## src/rtl/rf_wb_arbiter_pkg.sv

```systemverilog
// ----------------------------------------------------------------------------
// rf_wb_arbiter_pkg
// Shared constants for the register-file write-back arbiter:
//   DATA_W / REG_AW : register-file data and address widths
//   NREG            : number of architectural registers (busy vector width)
//   SRC_A / SRC_B   : request/grant bit index of execute / load unit
// ----------------------------------------------------------------------------
package rf_wb_arbiter_pkg;
    localparam int DATA_W = 32;
    localparam int REG_AW = 5;
    localparam int NREG   = 32;
    localparam int SRC_A  = 0;
    localparam int SRC_B  = 1;
endpackage

```

## src/rtl/rf_wb_arbiter_rr_arb2.sv

```systemverilog
// ----------------------------------------------------------------------------
// rr_arb2
// Two-requester round-robin arbiter. When both request, the one that did not
// win the last grant is chosen. The pointer only moves on a grant.
//   clk_i  : clock
//   rst_i  : synchronous active-high reset (pointer -> 0)
//   req_i  : request bits, index SRC_A / SRC_B
//   gnt_o  : one-hot (or zero) grant, combinational from req_i and pointer
// ----------------------------------------------------------------------------
module rr_arb2
    import rf_wb_arbiter_pkg::*;
(
    input  logic       clk_i,
    input  logic       rst_i,
    input  logic [1:0] req_i,
    output logic [1:0] gnt_o
);

    logic last_b_q, last_b_d;

    always_comb begin
        gnt_o        = '0;
        // B wins when alone, or when both request and A won last time.
        gnt_o[SRC_B] = req_i[SRC_B] & (~req_i[SRC_A] | ~last_b_q);
        gnt_o[SRC_A] = req_i[SRC_A] & ~gnt_o[SRC_B];

        last_b_d = last_b_q;
        if (|gnt_o) last_b_d = gnt_o[SRC_B];
    end

    always_ff @(posedge clk_i) begin
        if (rst_i) last_b_q <= 1'b0;
        else       last_b_q <= last_b_d;
    end

endmodule

```

## src/rtl/rf_wb_arbiter.sv

```systemverilog
// ----------------------------------------------------------------------------
// rf_wb_arbiter
// Write-back arbiter and pending-write scoreboard for the single register
// file write port.
//   clk_i, rst_i              : clock, synchronous active-high reset
//   iss_valid_i/iss_rd_i      : decode issuing an instruction writing iss_rd_i
//   iss_ready_o               : issue accepted (destination not pending)
//   a_* / b_*                 : execute / load-unit result handshakes
//   we_o, wr_o, wd_o          : registered register-file write port
//   busy_o                    : per-register pending-write bits (bit 0 = 0)
// ----------------------------------------------------------------------------
module rf_wb_arbiter
    import rf_wb_arbiter_pkg::*;
#(
    parameter int DATA_W = rf_wb_arbiter_pkg::DATA_W,
    parameter int REG_AW = rf_wb_arbiter_pkg::REG_AW
) (
    input  logic              clk_i,
    input  logic              rst_i,

    input  logic              iss_valid_i,
    input  logic [REG_AW-1:0] iss_rd_i,
    output logic              iss_ready_o,

    input  logic              a_valid_i,
    input  logic [REG_AW-1:0] a_rd_i,
    input  logic [DATA_W-1:0] a_data_i,
    output logic              a_ready_o,

    input  logic              b_valid_i,
    input  logic [REG_AW-1:0] b_rd_i,
    input  logic [DATA_W-1:0] b_data_i,
    output logic              b_ready_o,

    output logic              we_o,
    output logic [REG_AW-1:0] wr_o,
    output logic [DATA_W-1:0] wd_o,
    output logic [NREG-1:0]   busy_o
);

    logic [NREG-1:0]   busy_q, busy_d;
    logic              we_q, we_d;
    logic [REG_AW-1:0] wr_q, wr_d;
    logic [DATA_W-1:0] wd_q, wd_d;

    logic [1:0]        req, gnt;
    logic              acc;
    logic [REG_AW-1:0] acc_rd;
    logic [DATA_W-1:0] acc_data;

    // No handshake completes while reset is held: anything accepted then
    // would be thrown away by the reset of the write port.
    assign req = {b_valid_i, a_valid_i} & {2{~rst_i}};

    rr_arb2 u_arb (
        .clk_i (clk_i),
        .rst_i (rst_i),
        .req_i (req),
        .gnt_o (gnt)
    );

    assign a_ready_o = gnt[SRC_A];
    assign b_ready_o = gnt[SRC_B];
    assign acc       = |gnt;
    assign acc_rd    = gnt[SRC_B] ? b_rd_i   : a_rd_i;
    assign acc_data  = gnt[SRC_B] ? b_data_i : a_data_i;

    // Ready looks at the current busy state, so a register whose write is
    // on the port this cycle (busy still 1) refuses a new issue until the
    // clear has landed; set and clear never target the same bit.
    assign iss_ready_o = ~rst_i & ~busy_q[iss_rd_i];

    always_comb begin
        busy_d = busy_q;
        if (we_q) busy_d[wr_q] = 1'b0;
        if (iss_valid_i && iss_ready_o && (iss_rd_i != '0))
            busy_d[iss_rd_i] = 1'b1;
        busy_d[0] = 1'b0;

        // rd = 0 results complete the handshake but never write.
        we_d = acc && (acc_rd != '0);
        wr_d = acc ? acc_rd   : wr_q;
        wd_d = acc ? acc_data : wd_q;
    end

    always_ff @(posedge clk_i) begin
        if (rst_i) begin
            busy_q <= '0;
            we_q   <= 1'b0;
            wr_q   <= '0;
            wd_q   <= '0;
        end else begin
            busy_q <= busy_d;
            we_q   <= we_d;
            wr_q   <= wr_d;
            wd_q   <= wd_d;
        end
    end

    assign busy_o = busy_q;
    assign we_o   = we_q;
    assign wr_o   = wr_q;
    assign wd_o   = wd_q;

endmodule

```

## config.mk

```make
export PLATFORM = sky130hd
export DESIGN_NAME = rf_wb_arbiter
export DESIGN_NICKNAME = d
export VERILOG_FILES = /design/src/rtl/rf_wb_arbiter_pkg.sv /design/src/rtl/rf_wb_arbiter_rr_arb2.sv /design/src/rtl/rf_wb_arbiter.sv
export SDC_FILE = /design/constraint.sdc
export NUM_CORES = 1
export LEC_CHECK = 0
export BUFFER_PORTS_ARGS = -buffer_cell sky130_fd_sc_hd__buf_2
export CORE_UTILIZATION = 50
export CTS_BUF_LIST = sky130_fd_sc_hd__clkbuf_8
export DETAILED_ROUTE_END_ITERATION = 16
export PLACE_DENSITY = 0.84
export SKIP_CTS_REPAIR_TIMING = 1
export SYNTH_ARGS = -nofsm -noshare
export SYNTH_HDL_FRONTEND = slang
export SYNTH_SLANG_ARGS = --single-unit
```

## constraint.sdc

```tcl
create_clock -name clk_i -period 4.7 [get_ports clk_i]
set_input_delay 0.235 -clock clk_i [delete_from_list [all_inputs] [get_ports clk_i]]
set_output_delay 0.235 -clock clk_i [all_outputs]
set_load 0.01 [all_outputs]
```

==> flow_summary.json <==
{
  "post_synth_num_cell_types": 45,
  "grt-ovfl-total": 0,
  "synth_seq_area_share_pct": 40.2,
  "via_count": 3737,
  "max_freq_mhz": 437,
  "finalMaxSlewViolations": 0,
  "crit_buf_inv": 1,
  "vdd.ir_drop.worst_mv": 0.199,
  "final_core_utilization_pct": 65.6,
  "initialDrtViolationCount": 155,
  "worst_setup_hold_path_clk_slew_ns": 0.08,
  "final-setup-viol-count": 0,
  "fp.dieH_um": 85.5,
  "synth_seq_cells": 70,
  "drt_pre_antenna_iters": 5,
  "maxSlewHeadroom_pct": 23.1,
  "maxCapViolations": 0,
  "syn-cell-area_um2": 3490,
  "clock_latency_ns": 0.34,
  "syn_to_final_growth_pct": 27.0,
  "grt_max_degree": 61,
  "yosysWarningCount": 0,
  "grt_first_pass_wirelength_um": 16000,
  "hold_path_class": "in -> reg",
  "synth.most_common_cell": "sky130_fd_sc_hd__nand2_1",
  "slowest_delay_ns": 0.49,
  "syn-num-nets": 526,
  "avgSynthCellArea_um2": 7.89,
  "num_io_pins": 157,
  "drt_wirelength_um": 10100,
  "max_slew.worst_pin.slew_ns": 1.15,
  "cpMaxStageDelayCell": "sky130_fd_sc_hd__mux4_1",
  "clk_path_buf_depth": 2,
  "drc": 0,
  "end_kind": "primary output",
  "via_per_inst": 5.65,
  "ys.flop_type": "sky130_fd_sc_hd__dfxtp_1",
  "final.min_clock_period_ns": 2.29,
  "place.port_buffers": 155,
  "synth_cells": 442,
  "cts_inserted_buffers": 9,
  "die_w_um": 85.5,
  "cpLargestDelayFamily": "multiplexers",
  "timing.critical_path.required_ns": 4.47,
  "cts.root.buffer_cell": "sky130_fd_sc_hd__clkbuf_8",
  "finalCritPeriodShare_pct": 48.6,
  "cts-htree-levels": 3,
  "worstPathArrival_ns": 2.05,
  "power.leakage_uw": 0.00205,
  "ant_nets": 0,
  "crit_path_max_fanout": 9,
  "holdWs_ns": 0.149,
  "netlist_top_cells_count": "sky130_fd_sc_hd__nand2_1 (109), sky130_fd_sc_hd__dfxtp_1 (70), sky130_fd_sc_hd__nor2_1 (45), sky130_fd_sc_hd__o21ai_0 (42), sky130_fd_sc_hd__a311oi_1 (37)",
  "start_kind": "flop",
  "yosysTopAreaCell": "sky130_fd_sc_hd__dfxtp_1",
  "hold_depth": 3,
  "antenna_found_initial": 0,
  "synth_edf_count": 0,
  "clock_sink_count": 70,
  "nFillCells": 596,
  "unrepaired_setup_endpoints_after_global_routing": "no",
  "status": "finished clean",
  "synthDominantCellAreaShare_pct": 40.2,
  "asyncSetResetFlopFracSynth_pct": 0,
  "antenna_cells": 0,
  "cts_tree": "yes",
  "num_rows": 30,
  "timing.clock.skew_ns": 0.0114,
  "kind_of_critical_path": "reg -> out",
  "detailed_place_hpwl_um": 7260,
  "routability_congestion_estimate_from_global_placement": 0.890,
  "number_of_cells_on_the_critical_path": 5,
  "overall_die_area_um2": 7310,
  "setup.reg_to_reg.worst_slack_ns": 2.73,
  "fin_tns_setup_ns": 0,
  "synth.top_cells.by_area": "sky130_fd_sc_hd__dfxtp_1 (40%), sky130_fd_sc_hd__nand2_1 (12%), sky130_fd_sc_hd__a311oi_1 (9.3%)",
  "worstPathCellList": "mux4_1 -> nand4_1 -> o311ai_1 -> nor4_1 -> buf_2",
  "finish.net_count": 660,
  "final-hold-violation-count": 0,
  "worst_r2r_path_depth": 5,
  "final_layout_size_suffix_gt1_share_pct": 31.5,
  "floorplan.core_area_um2": 6760,
  "start_util_pct": 51.6,
  "wire_per_inst_um": 15.3,
  "grt_pass1_vias": 3434,
  "grt_resource_usage_total_pct": 27.8,
  "power_density_of_the_placed_cells_nw_per_um2": 305
}
-- metrics by stage --
step,total power [uW],instances,setup WS [ns],cell area [um^2]
floorplan,779,442,2.75,3490
global placement,861,645,2.51,4230
detailed placement,867,645,2.47,4230
CTS,1350,661,2.42,4430
global route,1410,661,2.23,4430
finish,1350,661,2.41,4430
-- power by group --
group | leakage (uW) | switching (uW) | total (uW) | internal (uW)
registers | 0.000575 | 23.2 | 647 | 624
clock network | 0.000108 | 225 | 494 | 270
logic | 0.00137 | 121 | 208 | 87.9
total | 0.00205 | 368 | 1350 | 981
-- flip-flops by register name, indices dropped and copies added, names as in the netlist --
signal and flops:
u_arb.last_b_q 1, wd_o 32, wr_o 5, busy_o 31
we_o 1
-- placed cells by master (no fill, tap or decap), drive strengths merged, types with 5 or more instances in the layout --
cell,synthesis,routed
buf,8,158
nand2,109,109
dfxtp,70,70
o21ai,47,47
nor2,45,45
a311oi,37,37
nor2b,20,20
nand3b,20,20
clkbuf,27,11
nand3,8,8
inv,4,6
nor3b,6,6
mux4,6,6
nor3,5,5
-- kinds of logic after synthesis --
logic type / share of synthesized area, %
simple gates: 31.0
compound gates: 18.7
flops: 40.2
buf+inv: 4.95
mux: 5.09
other cells: 0.108
-- metal layers --
| layer | global-route usage (%) | vias to the layer above | wire [um] |
|---|---|---|---|
| met4 | 11.7 | 0 | 204 |
| met1 | 34.4 | 1715 | 4310 |
| met2 | 45.8 | 177 | 4790 |
| li1 | - | 1826 | - |
| met3 | 7.51 | 19 | 800 |
| met5 | 0 | - | 0 |
-- layout make-up --
| class | instances | area (um^2) | area share, % |
|---|---|---|---|
| clock buffer | 11 | 151 | 3.42 |
| clock inverter | 5 | 50.0 | 1.13 |
| inverter | 4 | 15.0 | 0.339 |
| multi-input combinational | 333 | 1910 | 43.2 |
| sequential | 70 | 1400 | 31.6 |
| tap | 80 | 100 | 2.26 |
| timing repair buffer | 158 | 798 | 18.0 |
-- final timing paths --
| kind | to | from |
|---|---|---|
| worst max register to register | wd_o[31] | u_arb.last_b_q |
| worst max-delay path | iss_ready_o | busy_o[21] |
| worst min-delay path | wd_o[29] | a_data_i[29] |
| worst min register to register | u_arb.last_b_q | u_arb.last_b_q |
-- worst min-delay path: stages --
cell and delay (ns):
sky130_fd_sc_hd__buf_2 0.09, sky130_fd_sc_hd__nand2_1 0.04, sky130_fd_sc_hd__a311oi_1 0.07
Note: power is estimated with default switching activity, not from simulation.
